[src/rtl/sdrc_rr_arbiter.sv]
// Two-port round-robin arbiter in front of the SDRAM controller user port.
// One command strobe per burst; write data is streamed and read beats are steered to the owner.
module sdrc_rr_arbiter #(
  parameter int ADDR_W = 21,
  parameter int DATA_W = 32,
  parameter int LEN_W  = 8,
  parameter int GUARD  = 3
) (
  input  logic              clk,
  input  logic              rst_n,
  input  logic              p0_req,
  input  logic              p0_wr,
  input  logic [ADDR_W-1:0] p0_addr,
  input  logic [LEN_W-1:0]  p0_len,
  input  logic [DATA_W-1:0] p0_wdata,
  output logic              p0_gnt,
  output logic              p0_wdata_req,
  output logic [DATA_W-1:0] p0_rdata,
  output logic              p0_rd_valid,
  output logic              p0_done,
  input  logic              p1_req,
  input  logic              p1_wr,
  input  logic [ADDR_W-1:0] p1_addr,
  input  logic [LEN_W-1:0]  p1_len,
  input  logic [DATA_W-1:0] p1_wdata,
  output logic              p1_gnt,
  output logic              p1_wdata_req,
  output logic [DATA_W-1:0] p1_rdata,
  output logic              p1_rd_valid,
  output logic              p1_done,
  input  logic              sdrc_init_done,
  input  logic              sdrc_busy_n,
  input  logic              sdrc_rd_valid,
  input  logic [DATA_W-1:0] sdrc_data_out,
  output logic              sdrc_wr_n,
  output logic              sdrc_rd_n,
  output logic [ADDR_W-1:0] sdrc_addr,
  output logic [LEN_W-1:0]  sdrc_data_len,
  output logic [DATA_W-1:0] sdrc_data
);

  localparam int GW = $clog2(GUARD + 2);

  typedef enum logic [1:0] {S_IDLE, S_CMD, S_BURST, S_GUARD} state_t;

  state_t           state;
  logic             owner;
  logic             last_gnt;
  logic             wr_lat;
  logic             wreq;
  logic [1:0]       gnt_r;
  logic [1:0]       done_r;
  logic [LEN_W:0]   cnt;
  logic [GW-1:0]    gcnt;
  logic             any_req;
  logic             pick;
  logic             rd_active;
  logic             beat_last;

  // Both requesting: the port that did not win last time goes next.
  always_comb begin
    any_req   = p0_req | p1_req;
    pick      = (p0_req & p1_req) ? ~last_gnt : p1_req;
    rd_active = (state == S_BURST) & ~wr_lat;
    beat_last = (cnt == {1'b0, sdrc_data_len});
  end

  assign p0_gnt       = gnt_r[0];
  assign p1_gnt       = gnt_r[1];
  assign p0_done      = done_r[0];
  assign p1_done      = done_r[1];
  assign p0_wdata_req = wreq & ~owner;
  assign p1_wdata_req = wreq & owner;
  assign p0_rdata     = sdrc_data_out;
  assign p1_rdata     = sdrc_data_out;
  assign p0_rd_valid  = sdrc_rd_valid & rd_active & ~owner;
  assign p1_rd_valid  = sdrc_rd_valid & rd_active & owner;

  always_ff @(posedge clk or negedge rst_n) begin
    if (!rst_n) begin
      state         <= S_IDLE;
      owner         <= 1'b0;
      last_gnt      <= 1'b1;
      wr_lat        <= 1'b0;
      wreq          <= 1'b0;
      gnt_r         <= 2'b00;
      done_r        <= 2'b00;
      cnt           <= '0;
      gcnt          <= '0;
      sdrc_wr_n     <= 1'b1;
      sdrc_rd_n     <= 1'b1;
      sdrc_addr     <= '0;
      sdrc_data_len <= '0;
      sdrc_data     <= '0;
    end else begin
      gnt_r     <= 2'b00;
      done_r    <= 2'b00;
      sdrc_wr_n <= 1'b1;
      sdrc_rd_n <= 1'b1;
      // Owner drives a beat the cycle after its request; it is re-registered here.
      if (wr_lat && (state == S_BURST || state == S_GUARD))
        sdrc_data <= owner ? p1_wdata : p0_wdata;
      case (state)
        S_IDLE: begin
          if (sdrc_init_done && sdrc_busy_n && any_req) begin
            owner         <= pick;
            wr_lat        <= pick ? p1_wr : p0_wr;
            sdrc_addr     <= pick ? p1_addr : p0_addr;
            sdrc_data_len <= pick ? p1_len : p0_len;
            sdrc_wr_n     <= ~(pick ? p1_wr : p0_wr);
            sdrc_rd_n     <= pick ? p1_wr : p0_wr;
            gnt_r         <= pick ? 2'b10 : 2'b01;
            state         <= S_CMD;
          end
        end
        S_CMD: begin
          last_gnt <= owner;
          cnt      <= '0;
          wreq     <= wr_lat;
          state    <= S_BURST;
        end
        S_BURST: begin
          if (wr_lat || sdrc_rd_valid) begin
            cnt <= cnt + 1'b1;
            if (beat_last) begin
              wreq  <= 1'b0;
              gcnt  <= '0;
              state <= S_GUARD;
            end
          end
        end
        S_GUARD: begin
          if (gcnt != GW'(GUARD)) begin
            gcnt <= gcnt + 1'b1;
          end else if (sdrc_busy_n) begin
            done_r <= owner ? 2'b10 : 2'b01;
            state  <= S_IDLE;
          end
        end
        default: state <= S_IDLE;
      endcase
    end
  end

endmodule

[config.mk]
export PLATFORM = sky130hd
export DESIGN_NAME = sdrc_rr_arbiter
export DESIGN_NICKNAME = d
export VERILOG_FILES = /design/src/rtl/sdrc_rr_arbiter.sv
export SDC_FILE = /design/constraint.sdc
export NUM_CORES = 1
export LEC_CHECK = 0
export CAP_MARGIN = 25
export CORE_UTILIZATION = 37
export CTS_CLUSTER_SIZE = 30
export DETAILED_ROUTE_END_ITERATION = 7
export HOLD_SLACK_MARGIN = 0.08
export PLACE_DENSITY = 0.8
export SLEW_MARGIN = 5
export SYNTH_ARGS = -nofsm -noshare
export SYNTH_HDL_FRONTEND = slang
export SYNTH_SLANG_ARGS = --single-unit
[constraint.sdc]
create_clock -name clk -period 2.2 [get_ports clk]
set_clock_uncertainty 0.15 [all_clocks]
set_input_delay 0.33 -clock clk [delete_from_list [all_inputs] [get_ports clk]]
set_output_delay 0.33 -clock clk [all_outputs]
set_load 0.005 [all_outputs]
# After elaboration in Yosys (flattened, before gate mapping)
# Cells that the tools add are included.
[totals]
ff_bits = 85
out_inout_bits = 135
elab_cells = 83
[op_classes]
add_sub_neg = 2
n_eq_ne = 11
muxes = 31
bitwise = 12
n_reduce_logical = 13
[op_table]
columns = ["cell", "count"]
rows = [
  ["$mux 32", 1],
  ["$mux 2", 12],
  ["$mux 21", 1],
  ["$pmux 9 s2", 1],
  ["$add 9x1->9 const B", 1],
  ["$eq 9x8->1", 1],
  ["$mux 3", 3],
  ["$mux 9", 1],
  ["$mux 1", 8],
  ["$mux 8", 1],
  ["$ne 2x2->1 const B", 4],
  ["$pmux 2 s4", 1],
  ["$and 1x1->1", 7],
  ["$pmux 3 s2", 1],
  ["$reduce_and 5->1", 1],
  ["$eq 2x2->1 const B", 2],
  ["$ne 2x1->1 const B", 2],
  ["$not 1->1", 4],
  ["$reduce_and 2->1", 2],
  ["$reduce_and 4->1", 1],
  ["$reduce_bool 2->1", 2],
  ["$add 3x1->3 const B", 1],
  ["$logic_and 1x1->1", 3],
  ["$ne 3x2->1 const B", 1],
  ["6 further kinds", 7],
]

# Logic depth before layout (Yosys ltp)
[depth]
ltp_word = 6
mapped_depth = 8
ltp_nobuf = 6

# Worst setup path after synthesis
# No wires, ideal clock.
[synth_path]
path_kind = "flip-flop to flip-flop"
from = "reg state[0]"
to = "reg cnt[5]"
setup_ps = 78
arrival_ps = 1805
path_slack_ps = 167
stages_incl_launch_ff = 8
path_buffers = 1
period_less_slack_ps = 2033
path_cell_list = "dfrtp_1 inv_1 ha_1 buf_6 nor2_2 or4b_4 or3_1 a21oi_1"
[synth_between]
elab_chain_len = 3
[synth_lines]
columns = ["element", "line", "source"]
rows = [
  ["from (decl)", "46", "state_t state;"],
  ["from (signal assigned)", "81", "state <= S_IDLE;"],
  ["from (signal assigned)", "113", "state <= S_CMD;"],
  ["from (signal assigned)", "120", "state <= S_BURST;"],
  ["$eq 2x2->1 or $eq 2x1->1 (tied branches)", "103", "case (state)"],
  ["$ne 2x1->1 (no line) or $reduce_bool 2->1 (tied branches)", "-", ""],
  ["$reduce_and 2->1 (no line)", "-", ""],
  ["to (signal assigned)", "124", "cnt <= cnt + 1'b1;"],
  ["to (decl)", "53", "logic [LEN_W:0] cnt;"],
]
# Several ways; a longest one is shown, not always the timed one.
# A chain may end at the register's enable or synchronous reset.

# Worst setup path after layout
[layout_path]
from = "reg state[1]"
to = "reg cnt[7]"
# Same word-level chain as after synthesis.

==> flow_summary.json <==
{
  "status": "finished clean",
  "cap_viol_max_count": 0,
  "synth_edf_count": 0,
  "htree_levels": 3,
  "hold_viol_final": 0,
  "cts_tree": "done",
  "power.leakage_nw": 2.99,
  "finalMaxSlewViolations": 0,
  "setup_viol": 0,
  "max_freq_ghz": 0.484,
  "drt_iter0_drc": 166,
  "synth_top_area_frac": 0.436,
  "async_flop_share": 1.00,
  "die-area_mm2": 0.0132,
  "slowest_delay_ns": 0.57,
  "dp_hpwl_mm": 10.0,
  "crit_fanout": 7,
  "yosysTopAreaCell": "dfrtp_1",
  "die_h_um": 115,
  "max_slew_margin": 0.611,
  "final_core_util": 0.569,
  "syn2layout_area_growth_pct": 47.5,
  "clock_path_buffers": 2,
  "endpoint": "cnt[7]",
  "r2r_slack_ns": 0.13,
  "peakVddDrop_mv": 0.531,
  "clk_pin_slew_worst_paths_ns": 0.06,
  "top_level_ports": 298,
  "final_nets": 798,
  "pre_cts_ws_ns": -0.0461,
  "synthFlopType": "dfrtp_1",
  "cts_buffers": 9,
  "overflow": 0,
  "worstReg2RegStart": "state[1]",
  "rr_worst_depth": 5,
  "detail_route.wl_per_cell_um": 16.1,
  "syn_area_mm2": 0.00471,
  "synth_area_leaders": "dfrtp_1 44%, mux2i_1 13%, buf_4 10%, o21ai_0 7.8%, nand2_1 5.6%",
  "powerDensity_mw_per_mm2": 1210,
  "min_path_type": "input port to asynchronous set/reset pin",
  "grt_max_degree": 65,
  "vias": 3971,
  "synth_nets": 654,
  "fp.dieW_um": 115,
  "drc": 0,
  "cp_top_family": "simple AND/OR/NAND/NOR gates",
  "finalCritPeriodShare": 0.939,
  "dpl_cell_area_mm2": 0.00657,
  "antenna_found_initial": 0,
  "ys_seq_area_frac": 0.452,
  "grt_pass1_vias": 4137,
  "ys_types": 47,
  "crit_cells": 5,
  "dr.pass1.iters": 5,
  "finish.instance_area_mm2": 0.00695,
  "grt_setup_unrepaired": "no",
  "drive_gt1_frac": 0.0854,
  "netlist_instances": 483,
  "drtAntennaViolNets": 0,
  "layout.cells.non_filler": 800,
  "rr_endpoint": "cnt[7]",
  "cts_root_buf": "clkbuf_16",
  "period_needed_ns": 2.07,
  "rows": 40,
  "grt_pass1_wl_mm": 19.5,
  "ys_seq_elements": 85,
  "crit_buf_inv": 0,
  "initial_utilization": 0.386,
  "criticalPathCategory": "register to register",
  "clk_latency_ns": 0.34,
  "place_inst": 781,
  "core-area_mm2": 0.0122,
  "avgSynthCellArea_um2": 9.75,
  "endpoint_kind": "register",
  "crit_chain": "ha_4 > nor3b_1 > or4b_4 > or3_1 > a21oi_1",
  "worstMarginPinSlew_ns": 0.584,
  "cp-startpoint": "state[1]",
  "critPathLaunchType": "register",
  "wl_mm": 12.9,
  "avgViaCountPerCell": 4.96,
  "cp.arrival_ns": 2.19,
  "routabilityCongestion": 0.772,
  "fill_cells": 1090,
  "critPathRequiredTime_ns": 2.32,
  "grt_usage": 0.194,
  "numClockSinks": 85,
  "worst_slack_ns": 0.134,
  "cpMaxStageDelayCell": "or4b_4",
  "insertedDiodeCount": 0,
  "io_buffers": 201,
  "finalPower_mw": 8.41,
  "yosys_warnings": 0
}
logic make-up (layout without fill, tap and decap cells):
kind of cell               Yosys count  in the layout  share of synthesized area
AOI/OAI and AO/OA                   99             99                      0.117
and+or+nand+nor                    118            118                      0.121
muxes                               65             65                      0.139
xor gates and xnor gates             9              9                     0.0167
DFF                                 85             85                      0.452
adders and majority gates            8              8                     0.0212
buffers and inverters               99            248                      0.133
stage by stage:
| step | hold slack, ns | setup TNS (ns) |
|---|---|---|
| 3_3_place_gp | 0.0676 | -0.0121 |
| 5_1_grt | 0.266 | 0 |
| 3_5_place_dp | 0.0662 | -0.0882 |
| 6_report | 0.251 | 0 |
| 2_1_floorplan | -0.116 | 0 |
| 4_1_cts | 0.234 | 0 |
report_power, final:
| group | total [mW] | leakage, nW | internal [mW] | switching [mW] |
|---|---|---|---|---|
| Combinational | 3.98 | 1.77 | 2.20 | 1.77 |
| Sequential | 2.74 | 1.06 | 2.26 | 0.477 |
| Clock | 1.70 | 0.162 | 1.09 | 0.608 |
| Total | 8.41 | 2.99 | 5.55 | 2.86 |
state kept, by name (all words and copies together), names as in the netlist:
signal / flops
sdrc_rd_n: 1
wreq: 1
sdrc_addr: 21
done_r: 2
sdrc_data: 32
wr_lat: 1
sdrc_wr_n: 1
state: 2
sdrc_data_len: 8
cnt: 9
gcnt: 3
last_gnt: 1
owner: 1
gnt_r: 2
layout make-up:
| cell class | instances | area, um2 | share of cell area |
|---|---|---|---|
| multi-input combinational | 299 | 2010 | 0.289 |
| inverter | 10 | 37.5 | 0.00540 |
| sequential | 85 | 2130 | 0.307 |
| clock inverter | 3 | 67.6 | 0.00972 |
| tap | 168 | 210 | 0.0302 |
| timing repair buffer | 222 | 2220 | 0.320 |
| clock buffer | 13 | 270 | 0.0389 |
layer usage:
metal	wire length (um)	vias up	global-route usage
met3	1300	21	0.0627
met4	310	0	0.0944
met5	0	-	0
met1	4720	1855	0.203
li1	-	1895	-
met2	6590	200	0.350
synth_stat cells, types with 2 or more instances:
cell type,n
dfrtp_1,82
o21ai_0,73
nand2_1,70
buf_4,64
mux2i_1,63
clkbuf_1,17
inv_1,10
xnor2_1,9
ha_1,8
a21oi_1,7
nand3_1,7
nor2_1,7
buf_2,6
and4_1,5
nand4_1,5
or3_1,5
a31oi_1,3
dfstp_2,3
nor2b_1,3
o211ai_1,3
a221oi_1,2
and2_1,2
mux2_2,2
nand2b_1,2
nor4b_1,2
or2_2,2
repair_timing:
item                       4_1_cts  5_1_grt
hold endpoints to repair        82        0
gates resized for setup          3        4
hold buffers                     1        0
pin swaps                        0        0
setup endpoints to repair        3        3
buffers inserted                 0        2
placed cells by master, fill, tap and decap left out, drive strengths merged, types with 9 or more instances in the layout:
master / n
clkdlybuf4s50: 198
dfrtp: 82
o21ai: 74
nand2: 70
mux2i: 63
buf: 21
clkbuf: 13
inv: 10
xnor2: 9
how the worst min path moves through the flow:
stage / from / end / slack [ns] / cells after the start
2_1_floorplan: rst_n / cnt[0] / -0.12 / 0
5_1_grt: rst_n / sdrc_data_len[3] / 0.27 / 2
4_1_cts: rst_n / sdrc_data_len[3] / 0.23 / 2
3_3_place_gp: rst_n / sdrc_addr[0] / 0.07 / 1
3_5_place_dp: rst_n / sdrc_addr[4] / 0.07 / 1
6_report: rst_n / sdrc_data_len[3] / 0.25 / 2
(Power assumes the default switching activity.)
